$ cat config.mk
export PLATFORM = sky130hd
export DESIGN_NAME = ram_rmw_ctrl_flat
export DESIGN_NICKNAME = d
export VERILOG_FILES = /design/src/rtl/ram_rmw_ctrl_if.sv /design/src/rtl/ram_rmw_ctrl.sv /design/src/flat_wrapper.sv
export SDC_FILE = /design/constraint.sdc
export NUM_CORES = 1
export LEC_CHECK = 0
export ABC_CLOCK_PERIOD_IN_PS = 2600
export CORE_MARGIN = 2
export CORE_UTILIZATION = 48
export DETAILED_ROUTE_END_ITERATION = 12
export HOLD_SLACK_MARGIN = 0.03
export PLACE_DENSITY = 0.94
export SLEW_MARGIN = 10
export SYNTH_ARGS = -nofsm -noshare
export SYNTH_HDL_FRONTEND = slang
export SYNTH_SLANG_ARGS = --single-unit
$ cat constraint.sdc
create_clock -name clock -period 2.6 [get_ports clock]
set_clock_uncertainty 0.1 [all_clocks]
set_input_delay 0.26 -clock clock [delete_from_list [all_inputs] [get_ports clock]]
set_output_delay 0.26 -clock clock [all_outputs]
set_load 0.05 [all_outputs]
$ cat src/rtl/ram_rmw_ctrl_if.sv
// ram_rmw_ctrl request/response handshake bundle.
// master = request source, slave = controller.
interface ram_rmw_ctrl_if #(
  parameter int ADDR_W = 36,
  parameter int DATA_W = 64
);
  logic                  req_valid;
  logic                  req_ready;
  logic                  req_write;
  logic [ADDR_W-1:0]     req_addr;
  logic [DATA_W/8-1:0]   req_be;
  logic [DATA_W-1:0]     req_wdata;
  logic                  rsp_valid;
  logic [DATA_W-1:0]     rsp_rdata;
  logic                  rsp_err;

  modport master (
    output req_valid,
    output req_write,
    output req_addr,
    output req_be,
    output req_wdata,
    input  req_ready,
    input  rsp_valid,
    input  rsp_rdata,
    input  rsp_err
  );

  modport slave (
    input  req_valid,
    input  req_write,
    input  req_addr,
    input  req_be,
    input  req_wdata,
    output req_ready,
    output rsp_valid,
    output rsp_rdata,
    output rsp_err
  );
endinterface

$ cat src/rtl/ram_rmw_ctrl.sv
// Byte-granular read-modify-write front end for the 64-bit main memory.
// Optional address range check: define RAM_RMW_RANGE_CHK_EN.
module ram_rmw_ctrl #(
  parameter int ADDR_W     = 36,
  parameter int DATA_W     = 64,
  parameter int MEM_DWORDS = 32768
) (
  input  logic              clock,
  input  logic              reset_n,
  ram_rmw_ctrl_if.slave     bus,
  output logic              mem_clock_enable,
  output logic [ADDR_W-1:0] mem_addr,
  output logic              mem_write_enab,
  output logic [DATA_W-1:0] mem_data_in,
  input  logic [DATA_W-1:0] mem_data_out
);

  localparam int BE_W = DATA_W / 8;
  localparam int WA_W = ADDR_W - 3;

  typedef enum logic [2:0] {
    S_IDLE,
    S_RD,
    S_MRG,
    S_WR,
    S_RSP
  } state_t;

  state_t            state_q;
  state_t            state_d;

  logic              write_q;
  logic              write_d;
  logic [WA_W-1:0]   addr_q;
  logic [WA_W-1:0]   addr_d;
  logic [BE_W-1:0]   be_q;
  logic [BE_W-1:0]   be_d;
  logic [DATA_W-1:0] wdata_q;
  logic [DATA_W-1:0] wdata_d;
  logic [DATA_W-1:0] buf_q;
  logic [DATA_W-1:0] buf_d;
  logic              err_q;
  logic              err_d;

  logic              accept;
  logic              oor;
  logic              be_full;
  logic              be_none;
  logic [DATA_W-1:0] merged;

  assign accept  = (state_q == S_IDLE) && bus.req_valid;
  assign be_full = &bus.req_be;
  assign be_none = ~|bus.req_be;

`ifdef RAM_RMW_RANGE_CHK_EN
  localparam logic [WA_W-1:0] DEPTH = WA_W'(MEM_DWORDS);
  assign oor = (bus.req_addr[ADDR_W-1:3] >= DEPTH);
`else
  assign oor = 1'b0;
`endif

  // Byte merge of latched write data over the word just read.
  always_comb begin
    merged = mem_data_out;
    for (int i = 0; i < BE_W; i++) begin
      if (be_q[i]) begin
        merged[8*i +: 8] = wdata_q[8*i +: 8];
      end
    end
  end

  // State register.
  always_ff @(posedge clock or negedge reset_n) begin
    if (!reset_n) begin
      state_q <= S_IDLE;
    end else begin
      state_q <= state_d;
    end
  end

  // Next-state decode; request is only looked at in IDLE.
  always_comb begin
    state_d = state_q;
    unique case (state_q)
      S_IDLE: begin
        if (bus.req_valid) begin
          if (oor) begin
            state_d = S_RSP;
          end else if (!bus.req_write) begin
            state_d = S_RD;
          end else if (be_full) begin
            state_d = S_WR;
          end else if (be_none) begin
            state_d = S_RSP;
          end else begin
            state_d = S_RD;
          end
        end
      end
      S_RD:  state_d = S_MRG;
      S_MRG: state_d = write_q ? S_WR : S_RSP;
      S_WR:  state_d = S_RSP;
      S_RSP: state_d = S_IDLE;
      default: state_d = S_IDLE;
    endcase
  end

  // Request latch and word buffer next-state.
  always_comb begin
    write_d = write_q;
    addr_d  = addr_q;
    be_d    = be_q;
    wdata_d = wdata_q;
    buf_d   = buf_q;
    err_d   = err_q;
    if (accept) begin
      write_d = bus.req_write;
      addr_d  = bus.req_addr[ADDR_W-1:3];
      be_d    = bus.req_be;
      wdata_d = bus.req_wdata;
      err_d   = oor;
      if (!oor && bus.req_write && be_full) begin
        buf_d = bus.req_wdata;
      end else begin
        buf_d = '0;
      end
    end else if (state_q == S_MRG) begin
      buf_d = write_q ? merged : mem_data_out;
    end
  end

  // Datapath registers.
  always_ff @(posedge clock or negedge reset_n) begin
    if (!reset_n) begin
      write_q <= 1'b0;
      addr_q  <= '0;
      be_q    <= '0;
      wdata_q <= '0;
      buf_q   <= '0;
      err_q   <= 1'b0;
    end else begin
      write_q <= write_d;
      addr_q  <= addr_d;
      be_q    <= be_d;
      wdata_q <= wdata_d;
      buf_q   <= buf_d;
      err_q   <= err_d;
    end
  end

  // Outputs decoded from state and latched registers only.
  always_comb begin
    bus.req_ready    = 1'b0;
    bus.rsp_valid    = 1'b0;
    bus.rsp_rdata    = '0;
    bus.rsp_err      = 1'b0;
    mem_clock_enable = 1'b0;
    mem_write_enab   = 1'b0;
    unique case (state_q)
      S_IDLE: bus.req_ready = 1'b1;
      S_RD:   mem_clock_enable = 1'b1;
      S_MRG:  ;
      S_WR: begin
        mem_clock_enable = 1'b1;
        mem_write_enab   = 1'b1;
      end
      S_RSP: begin
        bus.rsp_valid = 1'b1;
        bus.rsp_rdata = buf_q;
        bus.rsp_err   = err_q;
      end
      default: ;
    endcase
  end

  assign mem_addr    = {addr_q, 3'b000};
  assign mem_data_in = buf_q;

endmodule

$ cat src/flat_wrapper.sv
// flat-port wrapper written by rule: the top's interface ports become plain ports
module ram_rmw_ctrl_flat 
#(
  parameter int ADDR_W     = 36,
  parameter int DATA_W     = 64,
  parameter int MEM_DWORDS = 32768
)
  (clock, reset_n, mem_clock_enable, mem_addr, mem_write_enab, mem_data_in, mem_data_out, bus_req_valid, bus_req_write, bus_req_addr, bus_req_be, bus_req_wdata, bus_req_ready, bus_rsp_valid, bus_rsp_rdata, bus_rsp_err);
  ram_rmw_ctrl_if #(.ADDR_W(ADDR_W), .DATA_W(DATA_W)) bus_i ();
  input  logic clock;
  input  logic reset_n;
  output logic mem_clock_enable;
  output logic [ADDR_W-1:0] mem_addr;
  output logic mem_write_enab;
  output logic [DATA_W-1:0] mem_data_in;
  input  logic [DATA_W-1:0] mem_data_out;
  input wire logic [$bits(bus_i.req_valid)-1:0] bus_req_valid;
  input wire logic [$bits(bus_i.req_write)-1:0] bus_req_write;
  input wire logic [$bits(bus_i.req_addr)-1:0] bus_req_addr;
  input wire logic [$bits(bus_i.req_be)-1:0] bus_req_be;
  input wire logic [$bits(bus_i.req_wdata)-1:0] bus_req_wdata;
  output wire logic [$bits(bus_i.req_ready)-1:0] bus_req_ready;
  output wire logic [$bits(bus_i.rsp_valid)-1:0] bus_rsp_valid;
  output wire logic [$bits(bus_i.rsp_rdata)-1:0] bus_rsp_rdata;
  output wire logic [$bits(bus_i.rsp_err)-1:0] bus_rsp_err;
  assign bus_i.req_valid = bus_req_valid;
  assign bus_i.req_write = bus_req_write;
  assign bus_i.req_addr = bus_req_addr;
  assign bus_i.req_be = bus_req_be;
  assign bus_i.req_wdata = bus_req_wdata;
  assign bus_req_ready = bus_i.req_ready;
  assign bus_rsp_valid = bus_i.rsp_valid;
  assign bus_rsp_rdata = bus_i.rsp_rdata;
  assign bus_rsp_err = bus_i.rsp_err;
  ram_rmw_ctrl #(.ADDR_W(ADDR_W), .DATA_W(DATA_W), .MEM_DWORDS(MEM_DWORDS)) u_core (.clock(clock), .reset_n(reset_n), .bus(bus_i), .mem_clock_enable(mem_clock_enable), .mem_addr(mem_addr), .mem_write_enab(mem_write_enab), .mem_data_in(mem_data_in), .mem_data_out(mem_data_out));
endmodule
; Yosys cells after proc, flatten, opt, wreduce, memory -nomap -nowiden
; Cells that the tools add are included.
[word_totals]
inputBits = 176
out_inout_bits = 169
regBits = 173
[classes]
muxes = 23
eq_ne = 5
n_reduce_logical = 7
[ops]
columns = operator, n
row1 = two-way mux 64 bit, 5
row2 = two-way mux 8 bit, 8
row3 = two-way mux 3 bit, 5
row4 = one-hot mux 3 bit (4 select lines), 1
row5 = AND reduction 8 bit, 1
row6 = OR reduction 8 bit, 1
row7 = "equality test 3 x 2 -> 1 bit, second input constant", 2
row8 = two-way mux 1 bit, 4
row9 = "equality test 3 x 1 -> 1 bit, second input constant", 1
row10 = "equality test 3 bit, second input constant", 1
row11 = zero test 3 bit, 1
row12 = logical AND 1 bit, 2
row13 = "!= test 2 bit, second input constant", 1
row14 = nonzero test 2 bit, 1
row15 = OR reduction 2 bit, 1

; Depth between registers and ports, before layout
; Gate-level depths: netlist (run 1).
[depth]
ltp_word = 6
depth_mapped = 6
mapped_depth_nobuf = 3

; Worst setup path before layout (run 1)
; Ideal clock, no wire load.
[synth_timing]
path_type = flip-flop to output port
from = reg u_core.state_q[1]
to = out bus_rsp_rdata[54]
arrival_ns = 1.830
path_stages_with_launch = 5
path_slack_ns = 0.410
required_ns = 2.240
cell_sequence = dfrtp_1 -> buf_2 -> nor3b_1 -> clkbuf_1 -> and2_1
[synth_between]
elab_chain_cells = 2
[synth_rtl]
columns = element, line
row1 = "start, declared", ram_rmw_ctrl.sv:29  ; state_t state_q;
row2 = "start signal, assigned", ram_rmw_ctrl.sv:77  ; state_q <= state_d;
row3 = equality test 3 bit, --
row4 = two-way mux 64 bit, ram_rmw_ctrl.sv:159  ; unique case (state_q)
row5 = "end, declared", flat_wrapper.sv:24  ; output wire logic [$bits(bus_i.rsp_rdata)-1:0] bus_rsp_rdata;
; Every way passes these cells.

; Worst setup path after layout (run 1)
[layout_timing]
from = reg u_core.state_q[0]
to = out mem_write_enab
[layout_between]
elab_chain_cells = 2
[layout_rtl]
columns = element, line
row1 = equality test 3 x 2 -> 1 bit, ram_rmw_ctrl.sv:159
row2 = two-way mux 1 bit, ram_rmw_ctrl.sv:159
row3 = "end, declared", flat_wrapper.sv:14  ; output logic mem_write_enab;
; Every way passes these cells.

==> impl_metrics.ini, run 1 <==
[worst_setup_path]
cp_top_family = buffers and inverters
worst-endpoint-arrival_ns = 2.12
critPathRequiredTime_ns = 2.24
path_buf_inv = 1
critical_path_class = register to output port
cp-startpoint = u_core.state_q[0]$_DFFE_PN0P_
path_cells = nor2b_1 > and2_1 > clkdlybuf4s50_1
timing.rr.start = u_core.state_q[1]$_DFFE_PN0P_
crit_slowest_cell = clkdlybuf4s50_1
startpoint_type = register
worstSetupEndpointType = output port
worstPathMaxFanout = 8
critical_path.max_stage_delay_ns = 0.82

[sta]
slew_violations = 0
hold_violations = 0
fmax_mhz = 403
post-route-period-util_pct = 95.5
setup_tns_ns = 0
finalSetupViolations = 0
maxSlewHeadroom_pct = 53.8
min_period_ns = 2.48
rsz0062_at_grt = false
worst_pin_slew_ns = 0.692

[synthesis]
syn-cell-area_um2 = 8770
postSynthAreaPerCell_um2 = 10.6
synthCells = 826
yosys_warnings = 0
ys_ff_latch = 173
ys_seq_area_share_pct = 49.3
synth.distinct_cells = 29

[place]
gp_congestion = 0.822
io_buffers = 337
detailed_place_hpwl_mm = 19.3
place_inst = 1340

[drt]
wirelength_mm = 27.8
detail-route-antenna-nets = 0
vias = 7856
wl_per_cell_um = 20.2
routed_via_density = 5.71
drtIter0Drc = 592
drc = 0
drt_pass1_iterations = 6

[floorplan]
die_h_um = 139
dieArea_um2 = 19400
rows = 49
start_util_pct = 48.8
ios = 345
die_width_um = 139
core-area_um2 = 18000

[cts]
clk_pin_slew_ns = 0.07
cts.path.max_buffers = 2
clock-sinks = 173
cts_inserted_buffers = 17
cts_tree = done
cts_resized = 0
htree_levels = 4
insertion_delay_ns = 0.42
root_buffer = clkbuf_16

[pwr]
switchingPower_w = 0.00768
peakVddDrop_v = 0.000972
clkPwrFrac_pct = 15.6
p_total_w = 0.0169
seq_power_share_pct = 31.9
intPower_w = 0.00918
p_leak_nw = 5.81
p_per_area_nw_per_um2 = 1250
p_sw_share_pct = 45.5
power_frac_comb_pct = 52.5

[layout]
stdcell_count = 1375
final_common_cell = clkdlybuf4s50_1
area_growth_pct = 54.2
final_cell_mix = clkdlybuf4s50_1, dfrtp_1, o21ai_0
nets = 1307
drive_above_1_share_pct = 19.8

[run_status]
status = finished clean

[grt]
gr-usage-all-layers_pct = 28.5
grt_pass1_vias = 8233
antenna_found_initial = 3
grt_overflow = 0
grt_max_degree = 76
grt_pass1_wl_mm = 43.8

[run]
max_cap_violations = 0

[hold_path]
hold_path.class = input pin to asynchronous set/reset pin
cell usage after synthesis:
library cell  instances  area (um2)
or2_1                 1        6.26
o211ai_1             65         488
buf_6                12         135
nand2_1               2        7.51
and3_1               65         407
conb_1                1        3.75
clkbuf_1             48         180
buf_4                11        82.6
nor2_1                1        3.75
buf_2                 2        10.0
inv_1                65         244
and4_1                1        8.76
mux2_2              106        1190
nand4b_1              1        8.76
nor3b_1               2        15.0
o2bb2ai_1             1        8.76
nor4_1                1        6.26
o21ai_0             128         641
nor4b_4               1        23.8
dfrtp_1             173        4330
nor2b_1               2        12.5
nand4_4               1        21.3
o32ai_1               1        8.76
a21boi_0             64         480
nand4_1               1        6.26
nor3_1                2        10.0
and2_1               66         413
nor3b_2               1        12.5
nand3b_1              1        7.51
cells by family (layout without fill, tap and decap cells):
logic type | after synthesis | count (layout) | share of synthesized area [%]
flip-flops | 173 | 173 | 49.3
multiplexers | 106 | 106 | 13.6
other | 1 | 7 | 0.0427
buffers and inverters | 138 | 452 | 7.43
AND/OR/NAND/NOR | 149 | 149 | 11.1
AO/OA/AOI/OAI | 259 | 259 | 18.5
registers in the layout, indices dropped and copies added, names as in the netlist:
register,count
u_core.state_q,3
u_core.write_q,1
u_core.be_q,8
u_core.wdata_q,64
u_core.mem_data_in,64
u_core.addr_q,33
final timing paths:
kind	endpoint	cells past startpoint	slack [ns]
max in group asynchronous	u_core.addr_q[9]$_DFFE_PN0N_	3	1.36
max	mem_write_enab	3	0.12
min	u_core.mem_data_in[56]$_DFFE_PN0P_	2	0.28
max reg2reg	u_core.mem_data_in[11]$_DFFE_PN0P_	4	0.57
min reg2reg	u_core.wdata_q[19]$_DFFE_PN0N_	1	0.40
min in group clock	u_core.mem_data_in[21]$_DFFE_PN0P_	3	0.34
what timing repair did:
item,4_1_cts,5_1_grt
setup endpoints to repair,0,0
hold buffers,1,0
endpoints found under the hold margin,54,0
setup buffers,0,0
final cells by class:
cell class                      count  area, um2
Fill cell                        1192       4440
Sequential cell                   173       4330
Timing Repair Buffer              356       4230
Multi-Input combinational cell    518       3820
Clock buffer                       21        460
Tap cell                          229        287
Inverter                           65        244
Clock inverter                     10        140
Antenna cell                        3       7.51
through the flow:
stage / worst slack, ns / hold WS [ns] / cell area (um2) / util (%)
floorplan: 0.410 / -0.136 / 8790 / -
finish: 0.116 / 0.284 / 13500 / 75.3
global route: 0.0188 / 0.339 / 13500 / 75.3
global placement: 0.480 / 0.171 / 12900 / 71.9
CTS: 0.0932 / 0.301 / 13500 / 75.3
detailed placement: 0.423 / 0.177 / 12900 / 71.9
per-layer routing:
metal	global-route usage (%)	vias to the layer above	wire (um)	share of wire (%)
met5	0	-	0	0
met4	15.3	0	1400	5.0
met3	5.46	92	1670	6.0
met2	49.6	387	14300	52
met1	33.2	3857	10400	37
li1	-	3520	-	-
power by group through the flow:
stage	combinational, W	clock [W]	sequential [W]
after floorplan	0.00351	0	0.00730
after global placement	0.00858	0	0.00525
after detailed placement	0.00883	0	0.00536
after CTS	0.00888	0.00267	0.00534
after global routing	0.00930	0.00277	0.00556
final	0.00885	0.00264	0.00537
Note: power is estimated with default switching activity, not from simulation.
==> inputs of run 2 (changes only) <==
--- a/config.mk
+++ b/config.mk
@@ -6,6 +6,7 @@
 export NUM_CORES = 1
 export LEC_CHECK = 0
 export ABC_CLOCK_PERIOD_IN_PS = 2600
+export CAP_MARGIN = 20
 export CORE_MARGIN = 2
 export CORE_UTILIZATION = 48
 export DETAILED_ROUTE_END_ITERATION = 12
==> results of run 2 <==
No change in the layout: final DEF, timing and power equal those of run 1.
==> inputs of run 3 (changes only) <==
--- a/config.mk
+++ b/config.mk
@@ -12,7 +12,6 @@
 export DETAILED_ROUTE_END_ITERATION = 12
 export HOLD_SLACK_MARGIN = 0.03
 export PLACE_DENSITY = 0.94
-export SLEW_MARGIN = 10
 export SYNTH_ARGS = -nofsm -noshare
 export SYNTH_HDL_FRONTEND = slang
 export SYNTH_SLANG_ARGS = --single-unit
==> results of run 3 <==
No change in the layout: final DEF, timing and power equal those of run 1.
==> variant 1: new RTL, config.mk and constraints of run 3 <==
Add a define of `RAM_RMW_RANGE_CHK_EN`.
--- a/src/rtl/ram_rmw_ctrl.sv
+++ b/src/rtl/ram_rmw_ctrl.sv
@@ -1,5 +1,7 @@
 // Byte-granular read-modify-write front end for the 64-bit main memory.
 // Optional address range check: define RAM_RMW_RANGE_CHK_EN.
+`define RAM_RMW_RANGE_CHK_EN
+
 module ram_rmw_ctrl #(
   parameter int ADDR_W     = 36,
   parameter int DATA_W     = 64,
Function: changed (Yosys sat finds a counterexample within 4 cycles, from zero or initial values and one cycle with reset_n low).
==> variant 1 against run 3 <==
  * Critical path depth shrank 1
  * Cell count is 2.6% higher
  * Fmax is 1.5% higher
  * Final area decreased by 2.9%
  * Worst setup slack gained 37 ps
  * Synthesized area shrank 7.3%
  * Sequential cell count rose by 1
  * Global-route usage rose by 4.7 points
  * Wire length grew 8.6%
  * Die area down 7.1%
Power is not compared: it rests on default switching activity, and its combinational part moved more than twofold at a synthesized area within 25%.
==> variant 1: results (changes against run 3) <==
[routing]
routed_wl_um=30150  ; was 27760 um
dr.first_iter.drc_count=776  ; was 592
viasPerCell=5.836  ; was 5.713

[yosys]
synth_common_cells=sky130_fd_sc_hd__nand2_1, sky130_fd_sc_hd__dfrtp_1, sky130_fd_sc_hd__and3_1  ; was sky130_fd_sc_hd__dfrtp_1, sky130_fd_sc_hd__o21ai_0, sky130_fd_sc_hd__mux2_2
synth.top_cells.by_area=sky130_fd_sc_hd__dfrtp_1, sky130_fd_sc_hd__nand2_1, sky130_fd_sc_hd__mux2_2, sky130_fd_sc_hd__a32oi_1, sky130_fd_sc_hd__and3_1  ; was sky130_fd_sc_hd__dfrtp_1, sky130_fd_sc_hd__mux2_2, sky130_fd_sc_hd__o21ai_0, sky130_fd_sc_hd__o211ai_1, sky130_fd_sc_hd__a21boi_0
synth.distinct_cells=28  ; was 29
yosysSeqAreaShare=0.5353  ; was 0.4934
synth_area_per_cell_sq_um=9.425  ; was 10.62 sq um

[critical_path]
regToRegEndpoint=u_core.mem_data_in[37]$_DFFE_PN0P_  ; was u_core.mem_data_in[11]$_DFFE_PN0P_
arrival_time_worst_endpoint_ps=2090  ; was 2120 ps
r2r.worst_path.cells=5  ; was 4
worstSetupEndpoint=mem_clock_enable  ; was mem_write_enab
timing.critical_path.fanout_max=6  ; was 8
timing.critical_path.slowest_cell_delay_ps=840  ; was 820 ps

[final_layout]
inv_count=1  ; was 65
n_sequential_cell=174  ; was 173
nets=1353  ; was 1307
final-clk-cell-share=0.04878  ; was 0.04440
n_all_buffers=362  ; was 356
multi_input_area_share=0.2668  ; was 0.2826
antennaDiodeCount=2  ; was 3
final_core_util=0.7920  ; was 0.7531
post_route_cells_drive_above_1_share=0.1699  ; was 0.1977
count_of_fill_cells_added_during_filler_insertion=969  ; was 1192
layout.buffer.nonclock.area_share=0.3310  ; was 0.3129
sequential_cell_area_sq_um=4357  ; was 4333 sq um

[global_routing]
grt_pass1_wl_um=46190  ; was 43800 um
grt_max_degree=66  ; was 76
groute.usage.overall=0.3314  ; was 0.2845

[power_and_ir_drop]
total_leakage_power_nw=6.108

[timing]
fmax_mhz=408.8  ; was 402.7 MHz
whs_ps=254.6  ; was 283.8 ps
max_slew_margin=0.3540  ; was 0.5384

[placement]
dpl_worst_slack_ps=116.1  ; was 423.3 ps
io_buffers=338  ; was 337
placedCellCount=1377  ; was 1340
postPlaceCellArea_sq_um=12480  ; was 12910 sq um

[outcome]
status=finished clean  ; unchanged

[min_path]
worst_hold_path_type=input pin to flop  ; was input pin to asynchronous set/reset pin

[floorplanning]
total_die_area_sq_um=18000  ; was 19380 sq um

==> variant 1: cell count changes after synthesis, sizes merged, moves of 7 or more <==
cell,change
clkbuf,+7
a32oi,+64
buf,-11
a21boi,-64
o211ai,-65
and2,-63
o21ai,-59
inv,-64
mux2,-42
nand2,+326
==> variant 1: kinds of logic after synthesis <==
logic type | synth area share
AO/OA/AOI/OAI | 0.1171
buffers and inverters | 0.03984
flip-flops | 0.5353
multiplexers | 0.08860
other | 0.0004610
AND/OR/NAND/NOR | 0.2187
==> variant 1: per-layer routing <==
metal	global-route usage	wire length, um	part of all wire
met2	0.5706	15640	0.52
met1	0.3938	10790	0.36
met5	0	0	0
met3	0.07256	2377	0.079
met4	0.1626	1343	0.045
==> variant 1: worst register-to-register path: stages (launching register included) <==
cell                      delay, ps
sky130_fd_sc_hd__dfrtp_2        590
sky130_fd_sc_hd__nor3_2         360
sky130_fd_sc_hd__and2_4         430
sky130_fd_sc_hd__buf_4          290
sky130_fd_sc_hd__nand2_1        160
sky130_fd_sc_hd__o21ai_0        200
==> variant 2: new RTL, settings of run 3 <==
Without the edit above. Take the reset off `addr_q` and load it in a clocked block of its own.
--- a/src/rtl/ram_rmw_ctrl.sv
+++ b/src/rtl/ram_rmw_ctrl.sv
@@ -133,19 +133,21 @@
   always_ff @(posedge clock or negedge reset_n) begin
     if (!reset_n) begin
       write_q <= 1'b0;
-      addr_q  <= '0;
       be_q    <= '0;
       wdata_q <= '0;
       buf_q   <= '0;
       err_q   <= 1'b0;
     end else begin
       write_q <= write_d;
-      addr_q  <= addr_d;
       be_q    <= be_d;
       wdata_q <= wdata_d;
       buf_q   <= buf_d;
       err_q   <= err_d;
     end
+  end
+
+  always_ff @(posedge clock) begin
+    addr_q <= addr_d;
   end
 
   // Outputs decoded from state and latched registers only.
Check against the original RTL: not equivalent (Yosys sat finds a counterexample within 4 cycles, from zero or initial values and one cycle with reset_n low).
==> variant 2 against run 3 <==
  * Worst setup slack gained 40 ps
  * Critical endpoint is now bus_req_ready
  * Global-route usage grew 1.4 points
  * Total power decreased by 11%
  * Largest cell class unchanged
  * Synthesized area shrank 5.2%
  * First-iteration DRC count increased by 6.9%
  * Synthesized cell count rose by 4.2%
  * Wire length fell by 1.8%
  * Utilization up 0.72 points
  * Sequential cell count unchanged
  * Final area is 3.8% lower
  * Count of clock-buffer cells in the layout fell by 4
  * Clock power decreased by 3%
==> variant 2: results (changes against run 3) <==
[routing]
length_of_the_first_detailed_routing_pass_in_iterations=5  ; was 6
viasPerCell=5.666  ; was 5.713
routedWlPerCell_um=19.50  ; was 20.19 um
dr.first_iter.drc_count=633  ; was 592

[outcome]
status=finished clean  ; unchanged

[min_path]
worst_hold_path_type=input pin to flop  ; was input pin to asynchronous set/reset pin
timing.hold.worst.start=bus_req_addr[19]

[global_routing]
groute.usage.overall=0.2983  ; was 0.2845
number_of_global_route_vias_before_repair=8036  ; was 8233
grt_max_degree=140  ; was 76
grt_pass1_wl_um=42750  ; was 43800 um
antenna_violations_before_repair=0  ; was 3

[clock_tree]
cts.root.buffer_cell=sky130_fd_sc_hd__clkbuf_16  ; unchanged
clkLatencyLatePin_ps=430
tritoncts.num_buffers=17  ; unchanged
htree_levels=4  ; unchanged

[critical_path]
r2r.worst_path.cells=4  ; unchanged
arrival_time_worst_endpoint_ps=2080  ; was 2120 ps
regToRegSetupSlack_ps=210  ; was 570 ps
regToRegEndpoint=u_core.mem_data_in[59]$_DFFE_PN0P_  ; was u_core.mem_data_in[11]$_DFFE_PN0P_
timing.critical_path.slowest_cell_delay_ps=930  ; was 820 ps
critical_path.reg2reg.startpoint=u_core.state_q[0]$_DFFE_PN0P_  ; was u_core.state_q[1]$_DFFE_PN0P_
timing.critical_path.fanout_max=9  ; was 8

[yosys]
ys.flop_type=sky130_fd_sc_hd__dfrtp_1  ; unchanged
yosysSeqAreaShare=0.5401  ; was 0.4934
fraction_of_registers_with_async_set_reset=0.8092  ; was 1.000
synth.top_cells.by_area=sky130_fd_sc_hd__dfrtp_1, sky130_fd_sc_hd__edfxtp_1, sky130_fd_sc_hd__o21ai_0, sky130_fd_sc_hd__a21boi_0, sky130_fd_sc_hd__o211ai_1  ; was sky130_fd_sc_hd__dfrtp_1, sky130_fd_sc_hd__mux2_2, sky130_fd_sc_hd__o21ai_0, sky130_fd_sc_hd__o211ai_1, sky130_fd_sc_hd__a21boi_0
synth.distinct_cells=32  ; was 29
synth_common_cells=sky130_fd_sc_hd__o21ai_0, sky130_fd_sc_hd__dfrtp_1, sky130_fd_sc_hd__inv_1, sky130_fd_sc_hd__nand2_1, sky130_fd_sc_hd__and2_1  ; was sky130_fd_sc_hd__dfrtp_1, sky130_fd_sc_hd__o21ai_0, sky130_fd_sc_hd__mux2_2
synth_enable_flop_cells=33  ; was 0
synth.yosys.warnings=0  ; unchanged

[final_layout]
nets=1336  ; was 1307
antennaDiodeCount=0  ; was 3
post_route_cells_drive_above_1_share=0.1117  ; was 0.1977

[power_and_ir_drop]
vdd_ir_drop_max_mv=0.7379  ; was 0.9721 mV
switching_share=0.4633  ; was 0.4553
total_leakage_power_nw=5.641  ; was 5.812 nW

[placement]
place.detailed.hpwl_um=19300  ; was 19270 um
gp_congestion=0.8281  ; was 0.8215

[timing]
whs_ps=284.0  ; was 283.8 ps
max_slew_margin=0.5665  ; was 0.5384

[variant 2: worst max-delay path by stage]
stage / end / slack (ps) / from
5_1_grt: bus_req_ready / 60 / u_core.state_q[1]$_DFFE_PN0P_
3_3_place_gp: u_core.mem_data_in[32]$_DFFE_PN0P_ / 40 / bus_req_valid
2_1_floorplan: u_core.addr_q[0]$_DFFE_PN_ / 110 / u_core.state_q[0]$_DFFE_PN0P_
4_1_cts: bus_req_ready / 150 / u_core.state_q[0]$_DFFE_PN0P_
6_report: bus_req_ready / 160 / u_core.state_q[1]$_DFFE_PN0P_
3_5_place_dp: u_core.mem_data_in[59]$_DFFE_PN0P_ / -60 / bus_req_valid
[variant 2: per-stage QoR]
| step | std cells | power [W] | setup WS (ps) | TNS [ps] | area, sq um |
|---|---|---|---|---|---|
| 6_report | 1398 | 0.01502 | 156.0 | 0 | 13010 |
| 5_1_grt | 1398 | 0.01578 | 61.24 | 0 | 13010 |
| 4_1_cts | 1398 | 0.01505 | 148.9 | 0 | 13010 |
| 3_5_place_dp | 1365 | 0.01247 | -62.23 | -250.1 | 12420 |
| 3_3_place_gp | 1364 | 0.01209 | 37.49 | 0 | 12400 |
| 2_1_floorplan | 864 | 0.009406 | 111.7 | 0 | 8333 |
[variant 2: cell type report]
| class | count | area [sq um] |
|---|---|---|
| timing repair buffer | 354 | 4140 |
| multi-input combinational | 548 | 3258 |
| tap | 225 | 281.5 |
| fill | 1105 | 4104 |
| clock inverter | 15 | 161.4 |
| inverter | 66 | 247.7 |
| clock buffer | 17 | 425.4 |
| sequential | 173 | 4498 |
[variant 2: power groups by stage]
| stage | clock [W] | combinational, W | sequential [W] |
|---|---|---|---|
| floorplan | 0 | 0.00281 | 0.00660 |
| global placement | 0 | 0.00710 | 0.00499 |
| detailed placement | 0 | 0.00739 | 0.00509 |
| CTS | 0.00258 | 0.00740 | 0.00507 |
| global route | 0.00270 | 0.00783 | 0.00526 |
| finish | 0.00255 | 0.00737 | 0.00509 |
[variant 2: cell families after synthesis]
group           share of synthesized area
simple gates                       0.1394
mux                               0.01338
buf+inv                           0.07247
compound gates                     0.2342
other cells                     0.0004506
flops                              0.5401
[variant 2: layer usage]
metal,GRT usage,vias up,share of wire
met5,0,-,0
met4,0.1597,0,0.048
met3,0.07033,95,0.081
met2,0.5036,423,0.51
met1,0.3533,3819,0.37
li1,-,3584,-
[variant 2: what timing repair did]
item,in CTS,in global routing
hold endpoints to repair,66,0
buffers inserted,0,0
hold buffers,1,0
endpoints found under the setup margin,0,0
